## src/rtl/pb_pkg.sv

```systemverilog
// Shared types and constants for the pushbutton increment controller.
package pb_pkg;

  // Debounce FSM states.
  typedef enum logic [1:0] {
    REL      = 2'd0,
    PRS_WAIT = 2'd1,
    PRS      = 2'd2,
    REL_WAIT = 2'd3
  } pb_state_t;

  // End points of the 4-bit downstream counter.
  localparam logic [3:0] CNT_MAX = 4'hF;
  localparam logic [3:0] CNT_MIN = 4'h0;

  // Debounced level seen by the outside world: released until a press is accepted.
  function automatic logic is_released(input pb_state_t s);
    return (s == REL) || (s == PRS_WAIT);
  endfunction

endpackage

```

## src/rtl/pb_inc_ctrl_if.sv

```systemverilog
// Button-side and counter-side signals of the increment controller.
interface pb_inc_ctrl_if;
  logic pb_n;   // raw pushbutton, 0 = pressed
  logic en;     // one-cycle counter enable per accepted release
  logic dwn;    // counter direction, 1 = down
  logic pb_db;  // debounced level, 1 = released

  modport master (output pb_n, input en, input dwn, input pb_db);
  modport slave  (input pb_n, output en, output dwn, output pb_db);
endinterface

```

## src/rtl/pb_sync2.sv

```systemverilog
// Two-flop synchronizer for the raw pushbutton; resets to the released level.
module pb_sync2 (
  input  logic clk,
  input  logic rst_n,
  input  logic d,
  output logic q
);

  logic meta_q, meta_d;
  logic sync_q, sync_d;

  // Next values of the synchronizer chain.
  always_comb begin
    meta_d = d;
    sync_d = meta_q;
  end

  // Synchronizer flops, preset to 1 so reset looks like a released button.
  always_ff @(posedge clk or negedge rst_n) begin
    if (!rst_n) begin
      meta_q <= 1'b1;
      sync_q <= 1'b1;
    end else begin
      meta_q <= meta_d;
      sync_q <= sync_d;
    end
  end

  assign q = sync_q;

endmodule

```

## src/rtl/pb_inc_ctrl.sv

```systemverilog
// Pushbutton debouncer producing a counter enable on each accepted release,
// plus a ping-pong up/down direction for a 4-bit downstream counter.
// Build option: define PB_INC_DIR_EN to include the shadow count and the
// direction logic; without it dwn is tied to 0 and the counter simply wraps.
module pb_inc_ctrl
  import pb_pkg::*;
#(
  parameter int unsigned DB_CYCLES = 50000,
  parameter int unsigned DB_W      = 16
) (
  input  logic          clk,
  input  logic          rst_n,
  pb_inc_ctrl_if.slave  bus
);

  localparam logic [DB_W-1:0] DB_LAST = DB_W'(DB_CYCLES - 1);

  logic            pb_s;
  pb_state_t       state_q, state_d;
  logic [DB_W-1:0] cnt_q, cnt_d;
  logic            en_q, en_d;
  logic            pb_db_q, pb_db_d;

  pb_sync2 u_sync (
    .clk   (clk),
    .rst_n (rst_n),
    .d     (bus.pb_n),
    .q     (pb_s)
  );

  // Debounce next-state, counter and registered-output decode.
  always_comb begin
    state_d = state_q;
    cnt_d   = cnt_q;
    en_d    = 1'b0;
    unique case (state_q)
      REL: begin
        if (!pb_s) begin
          state_d = PRS_WAIT;
          cnt_d   = '0;
        end
      end
      PRS_WAIT: begin
        if (pb_s)                  state_d = REL;
        else if (cnt_q == DB_LAST) state_d = PRS;
        else                       cnt_d   = cnt_q + 1'b1;
      end
      PRS: begin
        if (pb_s) begin
          state_d = REL_WAIT;
          cnt_d   = '0;
        end
      end
      REL_WAIT: begin
        if (!pb_s) begin
          state_d = PRS;
        end else if (cnt_q == DB_LAST) begin
          state_d = REL;
          en_d    = 1'b1;
        end else begin
          cnt_d = cnt_q + 1'b1;
        end
      end
      default: state_d = REL;
    endcase
    // Decoded from the next state so pb_db lines up with the FSM state.
    pb_db_d = is_released(state_d);
  end

  // Debounce state and registered outputs.
  always_ff @(posedge clk or negedge rst_n) begin
    if (!rst_n) begin
      state_q <= REL;
      cnt_q   <= '0;
      en_q    <= 1'b0;
      pb_db_q <= 1'b1;
    end else begin
      state_q <= state_d;
      cnt_q   <= cnt_d;
      en_q    <= en_d;
      pb_db_q <= pb_db_d;
    end
  end

  assign bus.en    = en_q;
  assign bus.pb_db = pb_db_q;

`ifdef PB_INC_DIR_EN
  logic [3:0] shadow_q, shadow_d;
  logic       dwn_q, dwn_d;

  // Shadow of the downstream counter; direction flips as it reaches an end point,
  // so dwn only moves on the edge that consumes an en pulse.
  always_comb begin
    shadow_d = shadow_q;
    dwn_d    = dwn_q;
    if (en_q) begin
      if (!dwn_q) begin
        shadow_d = shadow_q + 4'd1;
        if (shadow_q == CNT_MAX - 4'd1) dwn_d = 1'b1;
      end else begin
        shadow_d = shadow_q - 4'd1;
        if (shadow_q == CNT_MIN + 4'd1) dwn_d = 1'b0;
      end
    end
  end

  // Shadow count and direction registers.
  always_ff @(posedge clk or negedge rst_n) begin
    if (!rst_n) begin
      shadow_q <= CNT_MIN;
      dwn_q    <= 1'b0;
    end else begin
      shadow_q <= shadow_d;
      dwn_q    <= dwn_d;
    end
  end

  assign bus.dwn = dwn_q;
`else
  assign bus.dwn = 1'b0;
`endif

endmodule

```

## src/flat_wrapper.sv

```systemverilog
// flat-port wrapper written by rule: the top's interface ports become plain ports
module pb_inc_ctrl_flat import pb_pkg::*;
#(
  parameter int unsigned DB_CYCLES = 50000,
  parameter int unsigned DB_W      = 16
)
  (clk, rst_n, bus_pb_n, bus_en, bus_dwn, bus_pb_db);
  pb_inc_ctrl_if bus_i ();
  input  logic clk;
  input  logic rst_n;
  input wire logic [$bits(bus_i.pb_n)-1:0] bus_pb_n;
  output wire logic [$bits(bus_i.en)-1:0] bus_en;
  output wire logic [$bits(bus_i.dwn)-1:0] bus_dwn;
  output wire logic [$bits(bus_i.pb_db)-1:0] bus_pb_db;
  assign bus_i.pb_n = bus_pb_n;
  assign bus_en = bus_i.en;
  assign bus_dwn = bus_i.dwn;
  assign bus_pb_db = bus_i.pb_db;
  pb_inc_ctrl #(.DB_CYCLES(DB_CYCLES), .DB_W(DB_W)) u_core (.clk(clk), .rst_n(rst_n), .bus(bus_i));
endmodule
```

## config.mk

```make
export PLATFORM = sky130hd
export DESIGN_NAME = pb_inc_ctrl_flat
export DESIGN_NICKNAME = d
export VERILOG_FILES = /design/src/rtl/pb_pkg.sv /design/src/rtl/pb_inc_ctrl_if.sv /design/src/rtl/pb_sync2.sv /design/src/rtl/pb_inc_ctrl.sv /design/src/flat_wrapper.sv
export SDC_FILE = /design/constraint.sdc
export NUM_CORES = 1
export LEC_CHECK = 0
export CAP_MARGIN = 10
export CORE_MARGIN = 1.5
export CORE_UTILIZATION = 45
export CTS_CLUSTER_DIAMETER = 80
export DETAILED_ROUTE_END_ITERATION = 16
export DONT_BUFFER_PORTS = 1
export PLACE_DENSITY = 0.68
export SETUP_SLACK_MARGIN = 0.2
export SLEW_MARGIN = 20
export SYNTH_ARGS = -nofsm -noshare
export SYNTH_HDL_FRONTEND = slang
export SYNTH_SLANG_ARGS = --single-unit
```

## constraint.sdc

```tcl
create_clock -name clk -period 2 [get_ports clk]
set_input_delay 0.4 -clock clk [delete_from_list [all_inputs] [get_ports clk]]
set_output_delay 0.4 -clock clk [all_outputs]
set_load 0.01 [all_outputs]
```

Word level (Yosys, flattened, before mapping)
Index checks and enable logic that the tools add are counted.
- register bits: 22
- input port bits: 3
- output and inout bits: 3
- word-level logic and storage cells: 36
- $add $sub $neg: 1
- equal/unequal tests: 9
- mux-type cells: 16
- reductions and logical operators: 4
- operators by type and width (operator ; count):
    16-bit 2-to-1 mux ; 5
    16-bit case mux with 4 select lines ; 1
    16-bit by 1-bit adder with 16-bit output, second input constant ; 1
    16-bit equality test, second input constant ; 1
    2-bit 2-to-1 mux ; 6
    2-bit inequality test, second input constant ; 4
    2-bit case mux with 4 select lines ; 1
    2-bit by 1-bit equality test with 1-bit output, second input constant ; 2
    2-bit equality test, second input constant ; 2
    2-bit zero test ; 2
    4-bit AND reduction ; 1
    1-bit 2-to-1 mux ; 3
    1-bit logical OR ; 1

Depth between registers and ports, before layout
Gate-level depths: netlist of run 1.
- depth in word-level cells: 6
- depth in mapped cells: 5
- gate-level depth less buffers: 5

Modules after synthesis
Synthesis of run 1 repeated with hierarchy kept, for this count alone.
- cell total of the unflattened synthesis: 123
- area total of the unflattened synthesis: 1239.9 um2
- modules (own cells, without submodules) (module ; instances ; cells each ; area an instance (um2) ; seq. area each (um2)):
    pb_inc_ctrl ; 1 ; 121 ; 1187.4 ; 501.7
    pb_sync2 ; 1 ; 2 ; 52.6 ; 52.6

Worst setup path before layout of run 1
Ideal clock, no wire load.
- kind: reg-to-reg
- from: register u_core.cnt_q[4]
- to: register u_core.cnt_q[0]
- library setup time: 128 ps
- arrival time: 1423 ps
- setup slack: 449 ps
- cell stages (with the launch flop): 5
- clock period less this slack: 1551 ps
- cell sequence: dfrtp_1 -> nor4_2 -> nand4_1 -> o21ai_2 -> mux2_1
- word-level cells in the longest chain between the ends: 4
- RTL lines (item ; RTL line ; source):
    start: declaration ; pb_inc_ctrl.sv:20 ; logic [DB_W-1:0] cnt_q, cnt_d;
    start signal: assignment ; pb_inc_ctrl.sv:79 ; cnt_q <= cnt_d;
    16-bit equality test * ; pb_inc_ctrl.sv:45, pb_inc_ctrl.sv:57 ;
    16-bit 2-to-1 mux * ; n/a ;
    16-bit 2-to-1 mux, on equally long branches ; n/a ;
    16-bit case mux with 4 select lines * ; n/a ;
Mark *: on every way between the ends. The rest lies on a longest branch, timed or not. The select of a mux whose other input is x is not followed.
A chain may end at the register's enable or synchronous reset.

Worst setup path after layout of run 1
- from: register u_core.cnt_q[7]
- to: register u_core.cnt_q[0]
Same word-level chain as after synthesis.

==> impl_metrics.csv, run 1 <==
group,metric,value,unit
power,p_leak,0.568,nW
route,drc_errors,0,
power,power_density,694,nW/µm²
die,die_width,54.0,µm
yosys,syn_area_per_cell,10.1,µm²
die,initial_core_util,47.2,%
placement,dpl.hpwl,1650,µm
route,wl_per_cell,14.9,µm
yosys,synth_warnings,0,
route,first_iter_violations,26,
timing,grt_setup_unrepaired,"yes",
yosys,synth.largest_area_cell,"dfrtp_1",
yosys,synth.area.top_cells,"dfrtp_1 41%, dfstp_2 6.7%, mux2i_1 3.4%",
timing,finClkSkew,0.00414,ns
clocking,cts.clk_slew.worst_paths,0.12,ns
clocking,cts_tree,"yes",
status,outcome,"finished clean",
worst_setup_path,worstSetupEndpointType,"flop",
worst_setup_path,path_class,"flop to flop",
layout,drive_above_1_share,18.7,%
die,core,2480,µm²
power,vdd_drop_max,0.486,mV
worst_setup_path,slowest_delay,0.49,ns
die,fp.dieH,54.0,µm
placement,gp_congestion,0.834,
timing,max_clock_freq,587,MHz
layout,synthToLayoutAreaGrowth,11.6,%
worst_setup_path,arrival,1.91,ns
yosys,syn_area,1170,µm²
global_routing,grt_pass1_wl,3910,µm
yosys,synth_cells,116,
global_routing,grt.total_usage,18.7,%
worst_setup_path,cp_slowest_cell,"dfrtp_1",
yosys,yosysMostFrequentCell,"dfrtp_1",
worst_hold_path,worstHoldPathType,"primary input to asynchronous set/reset pin",
placement,port_buffers,0,
route,drt_wl_total,2280,µm
layout,utilization,52.7,%
clocking,clkLatencyLatePin,0.31,ns
yosys,synth_edf_count,0,
timing,hold_violations,0,
die,rows,18,
global_routing,antenna_found_initial,0,
timing,finalSetupTns,0,ns
yosys,ys.flop_type,"dfrtp_1",
yosys,yosys.cell_types.count,44,
yosys,ys_ff_latch,22,
clocking,htreeDepth,1,
yosys,ys_seq_area_share,47.4,%
yosys,synthArstFlopShare,100,%
clocking,ctsLongestPathBuffers,2,
timing,period_share,85.2,%
job,cap_viol_max_count,0,
route,vias,897,
timing,slew_viol_final,0,
layout,n_antenna_cell,0,
global_routing,grt_pass1_vias,865,
die,io_pins,6,
clocking,cts.sinks,22,
layout,fin_nets,128,
worst_setup_path,critPathMaxFanout,6,
route,final_antenna_net_count,0,
clocking,numCtsBuffers,3,
route,first_pass_iters,4,
die,dieArea,2910,µm²
worst_setup_path,crit_required,2.20,ns
worst_setup_path,crit_path_start_kind,"flop",
global_routing,overflow,0,
yosys,synth_top_cell_area_share,40.6,%
timing,holdWs,0.0277,ns
timing,period_minus_slack,1.70,ns
worst_setup_path,path_cells,"nor3b_1 -> nand4_1 -> o21ai_4 -> mux2_1",
route,viasPerCell,5.86,
clocking,cts-root-buf,"clkbuf_4",
global_routing,grt_max_degree,23,
yosys,synth_common_cells,"19 x dfrtp_1, 10 x nand2_1, 7 x inv_1, 7 x nor2_1",
yosys,synth_nets,120,
timing,setup_viol,0,
## timing repair
item / in CTS / in global routing
hold endpoints to repair: 22 / 0
endpoints found under the setup margin: 0 / 3
setup buffers: 0 / 3
resized for setup: 0 / 4
hold buffers: 1 / 0
## per-layer routing
layer	up-vias	GRT usage (%)	share of wire (%)
met5	-	0	0
met4	0	5.00	2.1
met3	4	5.00	4.5
met2	23	31.1	49
met1	443	24.0	44
li1	427	-	-
## area by class of cell
cell class	count	area (µm²)
fill	221	1170
multi-input combinational	83	579
sequential	22	556
timing repair buffer	7	53.8
tap	30	37.5
clock inverter	1	30.0
inverter	7	26.3
clock buffer	3	22.5
## sequential cells by signal (all words and copies together), names as in the netlist
| register | cells |
|---|---|
| u_core.state_q | 2 |
| u_core.cnt_q | 16 |
| u_core.u_sync.meta_q | 1 |
| u_core.bus.pb_db | 1 |
| u_core.u_sync.q | 1 |
| u_core.bus.en | 1 |
## metrics by stage
stage	instances	instance area [µm²]	setup WS (ns)	total power, mW
2_1_floorplan	116	1170	0.449	0.547
3_3_place_gp	144	1190	0.282	0.557
3_5_place_dp	144	1190	0.239	0.562
4_1_cts	149	1250	0.201	0.912
5_1_grt	153	1310	0.142	0.946
6_report	153	1310	0.295	0.906
## kinds of logic (layout without fill, tap and decap cells)
kind of cell	after synthesis	after routing	synth area share [%]
mux	6	6	5.35
buf+inv	11	18	5.13
fa+ha+maj	1	1	1.07
compound gates	19	19	10.4
flops	22	22	47.4
xor+xnor	4	4	3.64
simple gates	52	52	26.7
other cells	1	1	0.321
## worst paths after layout
check / slack, ns / depth (start not counted) / to / start
max reg2reg: 0.30 / 4 / u_core.cnt_q[0] / u_core.cnt_q[7]
min: 0.03 / 1 / u_core.cnt_q[5] / rst_n
max in group asynchronous: 1.61 / 1 / u_core.u_sync.meta_q / rst_n
max: 0.30 / 4 / u_core.cnt_q[0] / u_core.cnt_q[7]
min in group clk: 0.07 / 0 / u_core.u_sync.meta_q / bus_pb_n
min reg2reg: 0.36 / 0 / u_core.u_sync.q / u_core.u_sync.meta_q
## power breakdown
| group | internal [mW] | switching (mW) | leakage, nW |
|---|---|---|---|
| sequential | 0.466 | 0.0217 | 0.290 |
| combinational | 0.0375 | 0.0428 | 0.250 |
| clock | 0.203 | 0.135 | 0.0279 |
## layout by cell type (no fill, tap or decap), drive strengths merged, types with 4 or more instances in the layout
master / instances
nand2: 10
dfrtp: 19
nor2: 8
o21ai: 6
inv: 7
nand3: 6
or3: 4
mux2i: 4
buf: 6
a21oi: 6
nand4: 5
## critical path, delay by kind of cell (launching register included)
kind	cells	cell delay, ns
AND/OR/NAND/NOR	2	0.52
flip-flops	1	0.49
multiplexers	1	0.34
AO/OA/AOI/OAI	1	0.25
Note: power is estimated with default switching activity, not from simulation.
==> inputs of run 2 (changes only) <==
- GPL_ROUTABILITY_DRIVEN: not set -> 0
- PLACE_DENSITY: 0.68 -> not set
- PLACE_DENSITY_LB_ADDON: not set -> 0.2
==> impl_metrics.csv, run 2 (synthesized netlist as in run 1, its figures left out) <==
group,metric,value,unit
status,outcome,"finished clean",
placement,dpl.hpwl,1670,µm
placement,place_inst,145,
global_routing,grt_pass1_vias,815,
route,first_pass_iters,4,
die,rows,18,
worst_setup_path,path_class,"flop to flop",
worst_setup_path,critPathMaxFanout,6,
global_routing,grt_pass1_wl,3680,µm
layout,top_regs,"u_core.cnt_q: 16 flops, u_core.state_q: 2 flops",
global_routing,antenna_found_initial,0,
route,drc_errors,0,
worst_setup_path,r2r_cells,4,
placement,port_buffers,0,
timing,tightest_slew,0.942,ns
timing,hold_violations,0,
worst_setup_path,slowest_delay,0.47,ns
global_routing,grt.total_usage,17.9,%
route,final_antenna_net_count,0,
route,viasPerCell,5.68,
clocking,cts-root-buf,"clkbuf_4",
clocking,numCtsBuffers,3,
clocking,cts_tree,"yes",
route,drt_wl_total,2200,µm
layout,regMostFlops,"u_core.cnt_q",
timing,period_share,85.2,%
layout,fin_cells,151,
clocking,ctsLongestPathBuffers,2,
global_routing,overflow,0,
route,wl_per_cell,14.5,µm
die,initial_core_util,47.2,%
timing,grt_setup_unrepaired,"yes",
timing,setup_viol,0,
worst_setup_path,reg2reg_to,"u_core.cnt_q[0]",
worst_setup_path,r2r_start,"u_core.cnt_q[4]",
route,first_iter_violations,19,
layout,fin_nets,126,
timing,max_clock_freq,587,MHz
worst_setup_path,rrSetupSlack,0.30,ns
layout,largest_register_ffs,16,
placement,dpl_cell_area,1200,µm²
worst_hold_path,worstHoldPathType,"primary input to flop",
global_routing,grt_max_degree,23,
clocking,cts.clk_slew.worst_paths,0.12,ns
die,die_width,54.0,µm
job,cap_viol_max_count,0,
layout,final_common_cell,"dfrtp_1",
worst_setup_path,cp_slowest_cell,"dfrtp_1",
power,vdd_drop_max,0.586,mV
power,power_density,633,nW/µm²
worst_setup_path,crit_required,2.20,ns
timing,finClkSkew,0.00318,ns
clocking,cts.sinks,22,
worst_setup_path,path_cells,"nor4_2 -> nand4_1 -> o21ai_4 -> mux2_1",
worst_setup_path,worstSetupEndpointType,"flop",
layout,synthToLayoutAreaGrowth,9.52,%
worst_setup_path,crit_path_start_kind,"flop",
timing,finalSetupTns,0,ns
clocking,clkLatencyLatePin,0.30,ns
timing,slew_viol_final,0,
timing,period_minus_slack,1.70,ns
worst_hold_path,min_to,"u_core.u_sync.meta_q",
layout,final_cell_mix,"19 x dfrtp_1, 10 x nand2_1, 7 x inv_1, 7 x nor2_1",
worst_setup_path,arrival,1.91,ns
timing,slew_headroom,37.0,%
die,dieArea,2910,µm²
die,io_pins,6,
clocking,htreeDepth,1,
layout,stdcell_area,1280,µm²
power,p_leak,0.554,nW
die,core,2480,µm²
layout,n_antenna_cell,0,
die,fp.dieH,54.0,µm
layout,drive_above_1_share,16.5,%
worst_hold_path,hold_depth,0,
worst_hold_path,min-delay-start,"bus_pb_n",
route,vias,858,
run 2: cell count changes in the layout (fill, tap and decap cells not counted):
cell	delta
buf_2	-1
buf_4	-1
bufinv_16	-1
clkbuf_8	+1
clkdlybuf4s15_2	-1
dfrtp_1	+1
dfrtp_2	-1
dlygate4sd3_1	+1
nor3b_1	-1
nor3b_2	+1
nor4_2	+1
nor4_4	-1
xnor2_2	-1
xnor2_4	+1
run 2: stage by stage:
stage                     utilization [%]  setup WS (ns)  total power, mW  hold slack, ns
after floorplan                         -          0.449            0.547           0.104
after global placement               48.3          0.199            0.558           0.105
after detailed placement             48.3          0.139            0.561           0.105
after CTS                            50.8          0.208            0.817          0.0636
after global routing                 51.7          0.176            0.855          0.0451
final                                51.7          0.295            0.810          0.0738
run 2: what timing repair did:
action	in CTS	in global routing
buffers inserted	0	1
gates resized for setup	2	2
hold buffers	1	0
pin swaps	0	2
endpoints found under the hold margin	22	0
setup endpoints to repair	5	6
run 2: worst max-delay path by stage:
stage,start,end,slack (ns),depth (start not counted)
final,u_core.cnt_q[4],u_core.cnt_q[0],0.30,4
after global routing,u_core.state_q[1],u_core.cnt_q[15],0.18,4
after CTS,u_core.cnt_q[7],u_core.cnt_q[0],0.21,4
after detailed placement,u_core.state_q[1],u_core.cnt_q[15],0.14,4
after global placement,u_core.state_q[1],u_core.cnt_q[15],0.20,4
after floorplan,u_core.cnt_q[4],u_core.cnt_q[0],0.45,4
run 2: worst max-delay path: cells and delay by family (launching register included):
family          cells  cell delay, ns
mux                 1            0.33
simple gates        2            0.58
compound gates      1            0.22
flops               1            0.47
run 2: area by class of cell:
cell class	count	area (µm²)
Inverter	7	26.3
Multi-Input combinational cell	83	587
Fill cell	230	1200
Tap cell	30	37.5
Timing Repair Buffer	5	40.0
Sequential cell	22	554
Clock buffer	4	36.3
run 2: layer usage:
layer  part of all wire, %  track usage [%]  up-vias
met5                     0                0        -
met4                  0.91             3.75        0
met3                   3.8             5.00        2
met2                    48             30.5       18
met1                    47             22.5      417
li1                      -                -      421
run 2: where the power goes:
group	switching, mW	internal [mW]	leakage, nW
Combinational	0.0419	0.0371	0.242
Sequential	0.0209	0.466	0.292
Clock	0.133	0.111	0.0210
Total	0.196	0.615	0.554
==> inputs of run 3 (changes only) <==
==> constraint.sdc (replaced) <==
create_clock -name clk -period 2 [get_ports clk]
set_input_delay 0.3 -clock clk [delete_from_list [all_inputs] [get_ports clk]]
set_output_delay 0.3 -clock clk [all_outputs]
set_load 0.01 [all_outputs]
==> impl_metrics.csv, run 3 (synthesized netlist as in run 1, its figures left out) <==
group,metric,value,unit
die,initial_core_util,47.2,%
worst_setup_path,arrival,1.91,ns
worst_setup_path,slowest_delay,0.47,ns
placement,port_buffers,0,
timing,max_clock_freq,586,MHz
layout,regMostFlops,"u_core.cnt_q",
worst_setup_path,path_class,"flop to flop",
clocking,ctsLongestPathBuffers,2,
timing,finClkSkew,0.00383,ns
clocking,clkLatencyLatePin,0.30,ns
power,vdd_drop_max,0.587,mV
layout,num-fill-cells,229,
timing,slew_headroom,37.0,%
die,dieArea,2910,µm²
layout,final_common_cell,"dfrtp_1",
route,drt_wl_total,2190,µm
layout,multiInputGateArea,587,µm²
layout,final_cell_mix,"19 x dfrtp_1, 10 x nand2_1, 7 x inv_1, 7 x nor2_1",
global_routing,grt_pass1_wl,3690,µm
worst_setup_path,cp.buffers_inverters,0,
route,final_antenna_net_count,0,
layout,drive_above_1_share,16.4,%
route,drc_errors,0,
layout,utilization,52.1,%
clocking,cts_tree,"yes",
worst_setup_path,worstSetupEndpointType,"flop",
job,cap_viol_max_count,0,
die,io_pins,6,
placement,place_inst,145,
global_routing,antenna_found_initial,0,
route,viasPerCell,5.66,
timing,slew_viol_final,0,
clocking,cts-root-buf,"clkbuf_4",
worst_hold_path,worstHoldPathType,"flop to flop",
timing,period_share,85.3,%
layout,synthToLayoutAreaGrowth,10.4,%
clocking,cts.sinks,22,
clocking,cts.clk_slew.worst_paths,0.12,ns
timing,grt_setup_unrepaired,"yes",
timing,tightest_slew,0.942,ns
global_routing,grt.total_usage,17.9,%
die,core,2480,µm²
timing,finalSetupTns,0,ns
timing,hold_violations,0,
global_routing,overflow,0,
route,first_iter_violations,26,
worst_setup_path,path_delay_family,"simple AND/OR/NAND/NOR gates",
die,fp.dieH,54.0,µm
status,outcome,"finished clean",
layout,n_antenna_cell,0,
route,first_pass_iters,4,
die,die_width,54.0,µm
placement,dpl.hpwl,1670,µm
layout,largest_register_ffs,16,
route,vias,861,
global_routing,grt_max_degree,23,
worst_setup_path,critPathMaxFanout,6,
worst_setup_path,startpoint,"u_core.cnt_q[4]",
global_routing,grt_pass1_vias,822,
power,p_leak,0.559,nW
worst_setup_path,r2r_start,"u_core.cnt_q[4]",
layout,fin_nets,127,
route,wl_per_cell,14.4,µm
worst_hold_path,min-delay-start,"u_core.u_sync.meta_q",
worst_setup_path,crit_required,2.20,ns
layout,top_regs,"u_core.cnt_q: 16 flops, u_core.state_q: 2 flops",
clocking,htreeDepth,1,
die,rows,18,
placement,pre_cts_ws,0.139,ns
worst_setup_path,cp_slowest_cell,"dfrtp_1",
timing,period_minus_slack,1.71,ns
layout,fin_cells,152,
layout,register_area,554,µm²
worst_setup_path,crit_path_start_kind,"flop",
power,power_density,629,nW/µm²
worst_setup_path,path_cells,"nor4_2 -> nand4_1 -> o21ai_4 -> mux2_1",
clocking,numCtsBuffers,3,
timing,setup_viol,0,
timing,postLayoutSetupSlackWorst,0.295,ns
power,total_power,0.812,mW
==> run 3: changes by cell type in the layout (fill, tap and decap cells not counted) <==
cell / previous run / this run
dlygate4sd3_1: 1 / 2
==> run 3: per-layer routing <==
layer | up-vias | wire [µm] | track usage, %
li1 | 422 | - | -
met3 | 2 | 100 | 5.00
met2 | 19 | 1050 | 30.7
met4 | 0 | 20 | 3.75
met1 | 418 | 1020 | 22.3
met5 | - | 0 | 0
==> run 3: power by group <==
group          switching (mW)  internal, mW
Combinational          0.0420        0.0384
Clock                   0.133         0.111
Sequential             0.0209         0.466
Total                   0.196         0.616
==> run 3: cell type report <==
class | count | share of cell area, %
repair buffers | 6 | 3.88
multi-input cells | 83 | 45.4
flip-flops and latches | 22 | 42.9
clock buffers | 4 | 2.81
inverters | 7 | 2.03
well taps | 30 | 2.91
==> run 3: path summary, 6_finish.rpt <==
check | cells after the start | to | slack [ns]
min in group asynchronous | 1 | u_core.cnt_q[3] | 0.57
worst max-delay path | 4 | u_core.cnt_q[0] | 0.29
max in group asynchronous | 1 | u_core.cnt_q[11] | 0.86
worst max register to register | 4 | u_core.cnt_q[0] | 0.29
worst min register to register | 0 | u_core.u_sync.q | 0.37
worst min-delay path | 0 | u_core.u_sync.q | 0.37
==> run 3: per-stage QoR <==
step,instance area (µm²),hold slack [ns]
3_3_place_gp,1200,0.00480
3_5_place_dp,1200,0.00482
2_1_floorplan,1170,0.00441
6_report,1290,0.366
4_1_cts,1270,0.367
5_1_grt,1290,0.373
==> run 3: repair_timing <==
item / CTS / global route
gates resized for setup: 2 / 2
hold buffers: 2 / 0
pin swaps: 0 / 2
hold endpoints to repair: 23 / 0
endpoints found under the setup margin: 5 / 6
buffers inserted: 0 / 1
